`config.mk`:
```
export PLATFORM = sky130hd
export DESIGN_NAME = lfsr_rng_server
export DESIGN_NICKNAME = d
export VERILOG_FILES = /design/src/rtl/lfsr_rng_server_pkg.sv /design/src/rtl/lfsr_rng_server_rr_arbiter.sv /design/src/rtl/lfsr_rng_server.sv
export SDC_FILE = /design/constraint.sdc
export NUM_CORES = 1
export LEC_CHECK = 0
export CORE_UTILIZATION = 37
export DETAILED_ROUTE_END_ITERATION = 10
export DONT_BUFFER_PORTS = 1
export SLEW_MARGIN = 15
export SYNTH_ARGS = -nofsm -noshare
export SYNTH_HDL_FRONTEND = slang
export SYNTH_SLANG_ARGS = --single-unit
```
`constraint.sdc`:
```
create_clock -name clk -period 6.06 [get_ports clk]
set_input_delay 1.212 -clock clk [delete_from_list [all_inputs] [get_ports clk]]
set_output_delay 1.212 -clock clk [all_outputs]
set_load 0.03 [all_outputs]
```
`src/rtl/lfsr_rng_server_pkg.sv`:
```
// Shared constants, types and the reference LFSR step for the random-number server.
// The Galois form shifts right and folds TAPS in whenever the bit shifted out is 1.
package lfsr_pkg;

  localparam int LFSR_W = 5;
  localparam logic [LFSR_W-1:0] LFSR_TAPS = 5'b10100;
  localparam logic [LFSR_W-1:0] LFSR_SEED = 5'b00001;

  typedef logic [LFSR_W-1:0] lfsr_t;

  typedef enum logic {
    IDLE = 1'b0,
    RESP = 1'b1
  } fsm_state_t;

  function automatic lfsr_t lfsr_step(lfsr_t s);
    return (s >> 1) ^ (s[0] ? LFSR_TAPS : '0);
  endfunction

endpackage

```
`src/rtl/lfsr_rng_server_rr_arbiter.sv`:
```
// Round-robin arbiter: picks the first active request at or after ptr, wrapping around.
// The pointer moves one past the winner only when a grant is actually issued.
module rr_arbiter
  import lfsr_pkg::*;
#(
  parameter int NREQ = 4
) (
  input  logic                    clk,
  input  logic                    reset,
  input  logic [NREQ-1:0]         req,
  input  logic                    en,
  output logic [NREQ-1:0]         grant,
  output logic [$clog2(NREQ)-1:0] grant_idx
);

  localparam int IW = $clog2(NREQ);

  logic [IW-1:0] ptr;
  logic [IW:0]   sum;
  logic [IW-1:0] cand;
  logic          found;

  always_comb begin
    grant     = '0;
    grant_idx = '0;
    found     = 1'b0;
    sum       = '0;
    cand      = '0;
    for (int k = 0; k < NREQ; k++) begin
      sum = {1'b0, ptr} + (IW+1)'(k);
      if (sum >= (IW+1)'(NREQ)) sum = sum - (IW+1)'(NREQ);
      cand = sum[IW-1:0];
      if (!found && req[cand]) begin
        found     = 1'b1;
        grant_idx = cand;
      end
    end
    if (en && found) grant[grant_idx] = 1'b1;
  end

  always_ff @(posedge clk or negedge reset) begin
    if (!reset) begin
      ptr <= '0;
    end else if (en && found) begin
      ptr <= (grant_idx == IW'(NREQ-1)) ? '0 : grant_idx + 1'b1;
    end
  end

endmodule

```
`src/rtl/lfsr_rng_server.sv`:
```
// One LFSR shared by NREQ requesters; each grant hands out the current state and steps it.
// A held response blocks new grants until resp_rdy; seed loads block grants for a cycle.
module lfsr_rng_server
  import lfsr_pkg::*;
#(
  parameter int                NREQ  = 4,
  parameter int                WIDTH = LFSR_W,
  parameter logic [WIDTH-1:0]  TAPS  = LFSR_TAPS,
  parameter logic [WIDTH-1:0]  SEED  = LFSR_SEED
) (
  input  logic                    clk,
  input  logic                    reset,
  input  logic [NREQ-1:0]         req_val,
  output logic [NREQ-1:0]         req_rdy,
  output logic                    resp_val,
  input  logic                    resp_rdy,
  output logic [$clog2(NREQ)-1:0] resp_id,
  output logic [WIDTH-1:0]        resp_data,
  input  logic                    cfg_seed_val,
  input  logic [WIDTH-1:0]        cfg_seed,
  output logic                    cfg_err,
  output logic [15:0]             stat_count
);

  localparam int IW = $clog2(NREQ);

  function automatic logic [WIDTH-1:0] step(logic [WIDTH-1:0] s);
    return (s >> 1) ^ (s[0] ? TAPS : '0);
  endfunction

  fsm_state_t       state, state_nxt;
  logic [WIDTH-1:0] lfsr;
  logic [NREQ-1:0]  grant;
  logic [IW-1:0]    grant_idx;
  logic             grant_en;
  logic             any_grant;
  logic [IW-1:0]    id_p1;
  logic [WIDTH-1:0] data_p1;

  // reset gates grant_en so req_rdy stays low while reset is held
  assign grant_en  = reset && ((state == IDLE) || resp_rdy) && !cfg_seed_val;
  assign any_grant = |grant;
  assign req_rdy   = grant;
  assign resp_id   = id_p1;
  assign resp_data = data_p1;

  rr_arbiter #(.NREQ(NREQ)) u_arb (
    .clk       (clk),
    .reset     (reset),
    .req       (req_val),
    .en        (grant_en),
    .grant     (grant),
    .grant_idx (grant_idx)
  );

  always_comb begin
    state_nxt = state;
    resp_val  = (state == RESP);
    case (state)
      IDLE:    if (any_grant) state_nxt = RESP;
      RESP:    if (resp_rdy) state_nxt = any_grant ? RESP : IDLE;
      default: state_nxt = IDLE;
    endcase
  end

  always_ff @(posedge clk or negedge reset) begin
    if (!reset) state <= IDLE;
    else        state <= state_nxt;
  end

  // all-zero seed would lock the LFSR, so it is replaced by SEED and flagged
  always_ff @(posedge clk or negedge reset) begin
    if (!reset) begin
      lfsr    <= SEED;
      cfg_err <= 1'b0;
    end else if (cfg_seed_val) begin
      if (cfg_seed == '0) begin
        lfsr    <= SEED;
        cfg_err <= 1'b1;
      end else begin
        lfsr <= cfg_seed;
      end
    end else if (any_grant) begin
      lfsr <= step(lfsr);
    end
  end

  // stage p1: response registers, loaded on grant and held until drained
  always_ff @(posedge clk or negedge reset) begin
    if (!reset) begin
      id_p1   <= '0;
      data_p1 <= '0;
    end else if (any_grant) begin
      id_p1   <= grant_idx;
      data_p1 <= lfsr;
    end
  end

  always_ff @(posedge clk or negedge reset) begin
    if (!reset)                   stat_count <= '0;
    else if (resp_val && resp_rdy) stat_count <= stat_count + 16'd1;
  end

endmodule
```
==> reports/qor.csv <==
stage,metric,value,unit
outcome,outcome,"finished, final reports clean",
timing,Clock Skew,3.10,ps
worst_setup_path,worst endpoint required time,4850,ps
timing,Fin Hold WS,510,ps
clock_network,CTS max path bufs,2,
drt,Vias per Instance,5.27,
worst_hold_path,min-delay src,lfsr[4],
worst_setup_path,critical path arrival,2650,ps
power,P per Cell Area,403,nW/um^2
timing,unrepaired setup endpoints after global routing,false,
worst_setup_path,nature of the critical path endpoint,output port,
worst_setup_path,r2r startpoint,u_arb.ptr[1],
timing,worst slew pin tran,819,ps
floorplan,starting density of the core,38.9,%
worst_setup_path,Startpoint Class,input pin,
global_routing,vias in the first global route,1089,
job,Max-Cap Viols,0,
power,peak supply drop,0.000169,V
clock_network,CTS tree,yes,
floorplan,die area,4540,sq um
clock_network,hold buffers post-CTS,0,
logic_synthesis,Synth Register Bits,32,
place,Inst Count DP,191,
timing,fin crit period,3860,ps
global_routing,total gr overflow,0,
logic_synthesis,Synth cell types,37,
power,Tot Pwr,0.692,mW
drt,Detailed Route Iter0 Violations,40,
timing,worst setup margin,2200,ps
timing,"Period Utilization, post-route",63.7,%
logic_synthesis,Syn Std Cell Area,1580,sq um
logic_synthesis,Yosys warning total,0,
logic_synthesis,Cells after Synth,143,
layout,fillers,375,
clock_network,worst-skew pair later-pin latency,270,ps
drt,drt total wl,2.74,mm
layout,Storage cell area,802,sq um
power,leakage dissipation,0.809,nW
drt,post-route ant nets,0,
layout,Final nets,166,
floorplan,Rows,23,
worst_setup_path,Setup crit start,req_val[2],
logic_synthesis,"Seq/Total Area, Yosys",50.8,%
place,RD Place Congestion,0.754,
place,Post-DP HPWL,2.04,mm
drt,drt wl/cell,13.7,microns
timing,Max Slew Vio Count,0,
clock_network,CTS H-tree depth,2,
place,Post-DP Area,1630,sq um
timing,Setup TNS,0,ps
layout,fin area,1720,sq um
drt,first-pass detailed-route iteration total,2,
timing,Hold Fails Final Rpt,0,
layout,utilization after layout,42.3,%
layout,footprint of the multi-input gates,711,sq um
floorplan,io pins,42,
worst_hold_path,Hold Crit Class,reg -> reg,
clock_network,setup bufs post-CTS,0,
clock_network,root buffer selected by CTS,clkbuf_8,
place,port bufs,0,
clock_network,Clock Pin Slew Worst Setup and Hold Paths,60,ps
timing,Final setup viols,0,
logic_synthesis,Synthesized Nets,161,
worst_setup_path,Crit Path Class,in -> out,
timing,Peak Freq,259,MHz
floorplan,Die X,67.4,microns
layout,area grow syn2layout,8.71,%
floorplan,Die Span Y,67.4,microns
layout,layout cell share with drive strength beyond 1,13.4,%
drt,DRC,0,
layout,n_diodes,0,
global_routing,All-Layer GR Usage,14.1,%
place,Setup WS pre-CTS,2190,ps
clock_network,post_cts resized,0,
global_routing,largest net degree at the start of global routing,34,
global_routing,initial antenna violation count,0,
clock_network,Sinks on Clock Net,32,
drt,routed vias,1049,
floorplan,area of the core,4060,sq um
global_routing,first-pass GRT wire length,4.69,mm
clock_network,Num CTS Buffers,5,
layout,fin cells,199,
timing,Relative slew margins,45.0,%
worst_setup_path,"Max FO, Critical Path",5,
logic_synthesis,Mapped Avg Cell Area,11.1,sq um
## placed cells by master, fill, tap and decap left out, drive strengths merged, types with 2 or more instances in the layout
cell	netlist	final
inv	14	14
dfrtp	31	31
nor2	6	6
nor3	4	4
ha	5	5
and2	5	5
o21ai	7	7
and3	4	4
nand4	4	4
clkbuf	1	8
nand3	9	9
xnor2	8	8
xor2	8	8
mux2i	2	2
o311ai	3	3
mux2	5	5
nor4	4	4
nand2b	2	2
nand2	8	8
a21oi	4	4
## final timing paths
kind | endpoint | cells past startpoint | slack [ps]
setup / recovery | req_rdy[0] | 6 | 2200
min in group asynchronous | stat_count[0] | 0 | 630
max in group asynchronous | lfsr[0] | 0 | 5250
setup reg to reg | resp_id[0] | 7 | 3260
hold / removal | resp_data[4] | 2 | 510
hold reg to reg | resp_data[4] | 2 | 510
## registers in the layout, summed over array words and instances (netlist names)
| name | cells |
|---|---|
| cfg_err | 1 |
| lfsr | 5 |
| resp_data | 5 |
| resp_id | 2 |
| resp_val | 1 |
| stat_count | 16 |
| u_arb.ptr | 2 |
## kinds of logic after synthesis
kind of cell	after synthesis	synth area share (%)
xor gates and xnor gates	16	8.87
and+or+nand+nor	50	20.4
buffers and inverters	16	4.28
DFF	32	50.8
adders and majority gates	5	3.96
muxes	7	4.83
AOI/OAI and AO/OA	17	6.89
## area by class of cell
type | count | area share [%]
multi-input cells | 95 | 41.4
flip-flops and latches | 32 | 46.7
well taps | 50 | 3.64
clock buffers | 8 | 5.24
inverters | 14 | 3.06
## Yosys cell counts
cell type	n	area share, %
dfrtp_1	31	49
inv_1	14	3.3
nand3_1	9	2.9
nand2_1	8	1.9
xnor2_1	8	4.4
xor2_1	8	4.4
nor2_1	6	1.4
o21ai_0	6	1.9
and2_1	5	2.0
ha_1	5	4.0
a21oi_1	4	1.3
mux2_2	4	2.9
nor3_1	4	1.3
and3_1	3	1.2
nand4_1	3	1.2
mux2i_1	2	1.3
nor4_4	2	2.7
o311ai_0	2	1.1
a311oi_1	1	0.55
a31o_2	1	0.55
and3_2	1	0.48
buf_6	1	0.71
clkbuf_1	1	0.24
dfstp_2	1	1.7
mux2_1	1	0.71
nand2b_1	1	0.40
nand2b_4	1	0.87
nand4_2	1	0.79
nor2b_4	1	0.87
nor4_1	1	0.40
nor4_2	1	0.79
o21ai_1	1	0.32
o2bb2a_1	1	0.63
o311ai_1	1	0.55
or2_2	1	0.40
or3_1	1	0.40
or3b_1	1	0.55
## worst max-delay path, stage by stage
cell and delay (ps):
mux2i_1 120, nor2_1 50, a311oi_1 600, inv_1 160, ha_1 260, and2_1 250
## metal layers
layer / global-route usage, % / part of all wire, % / vias up / routed length (microns)
met5: 0 / 0 / - / 0
met4: 6.65 / 1.6 / 0 / 44
met3: 5.57 / 8.3 / 8 / 227
met2: 23.3 / 48 / 37 / 1320
met1: 15.9 / 42 / 505 / 1140
li1: - / - / 499 / -
## where the power goes
part / switching, mW / internal (mW) / leakage [nW]
logic: 0.0595 / 0.0615 / 0.365
registers: 0.140 / 0.267 / 0.398
clock network: 0.0709 / 0.0925 / 0.0455
total: 0.271 / 0.421 / 0.809
(Power assumes the default switching activity.)
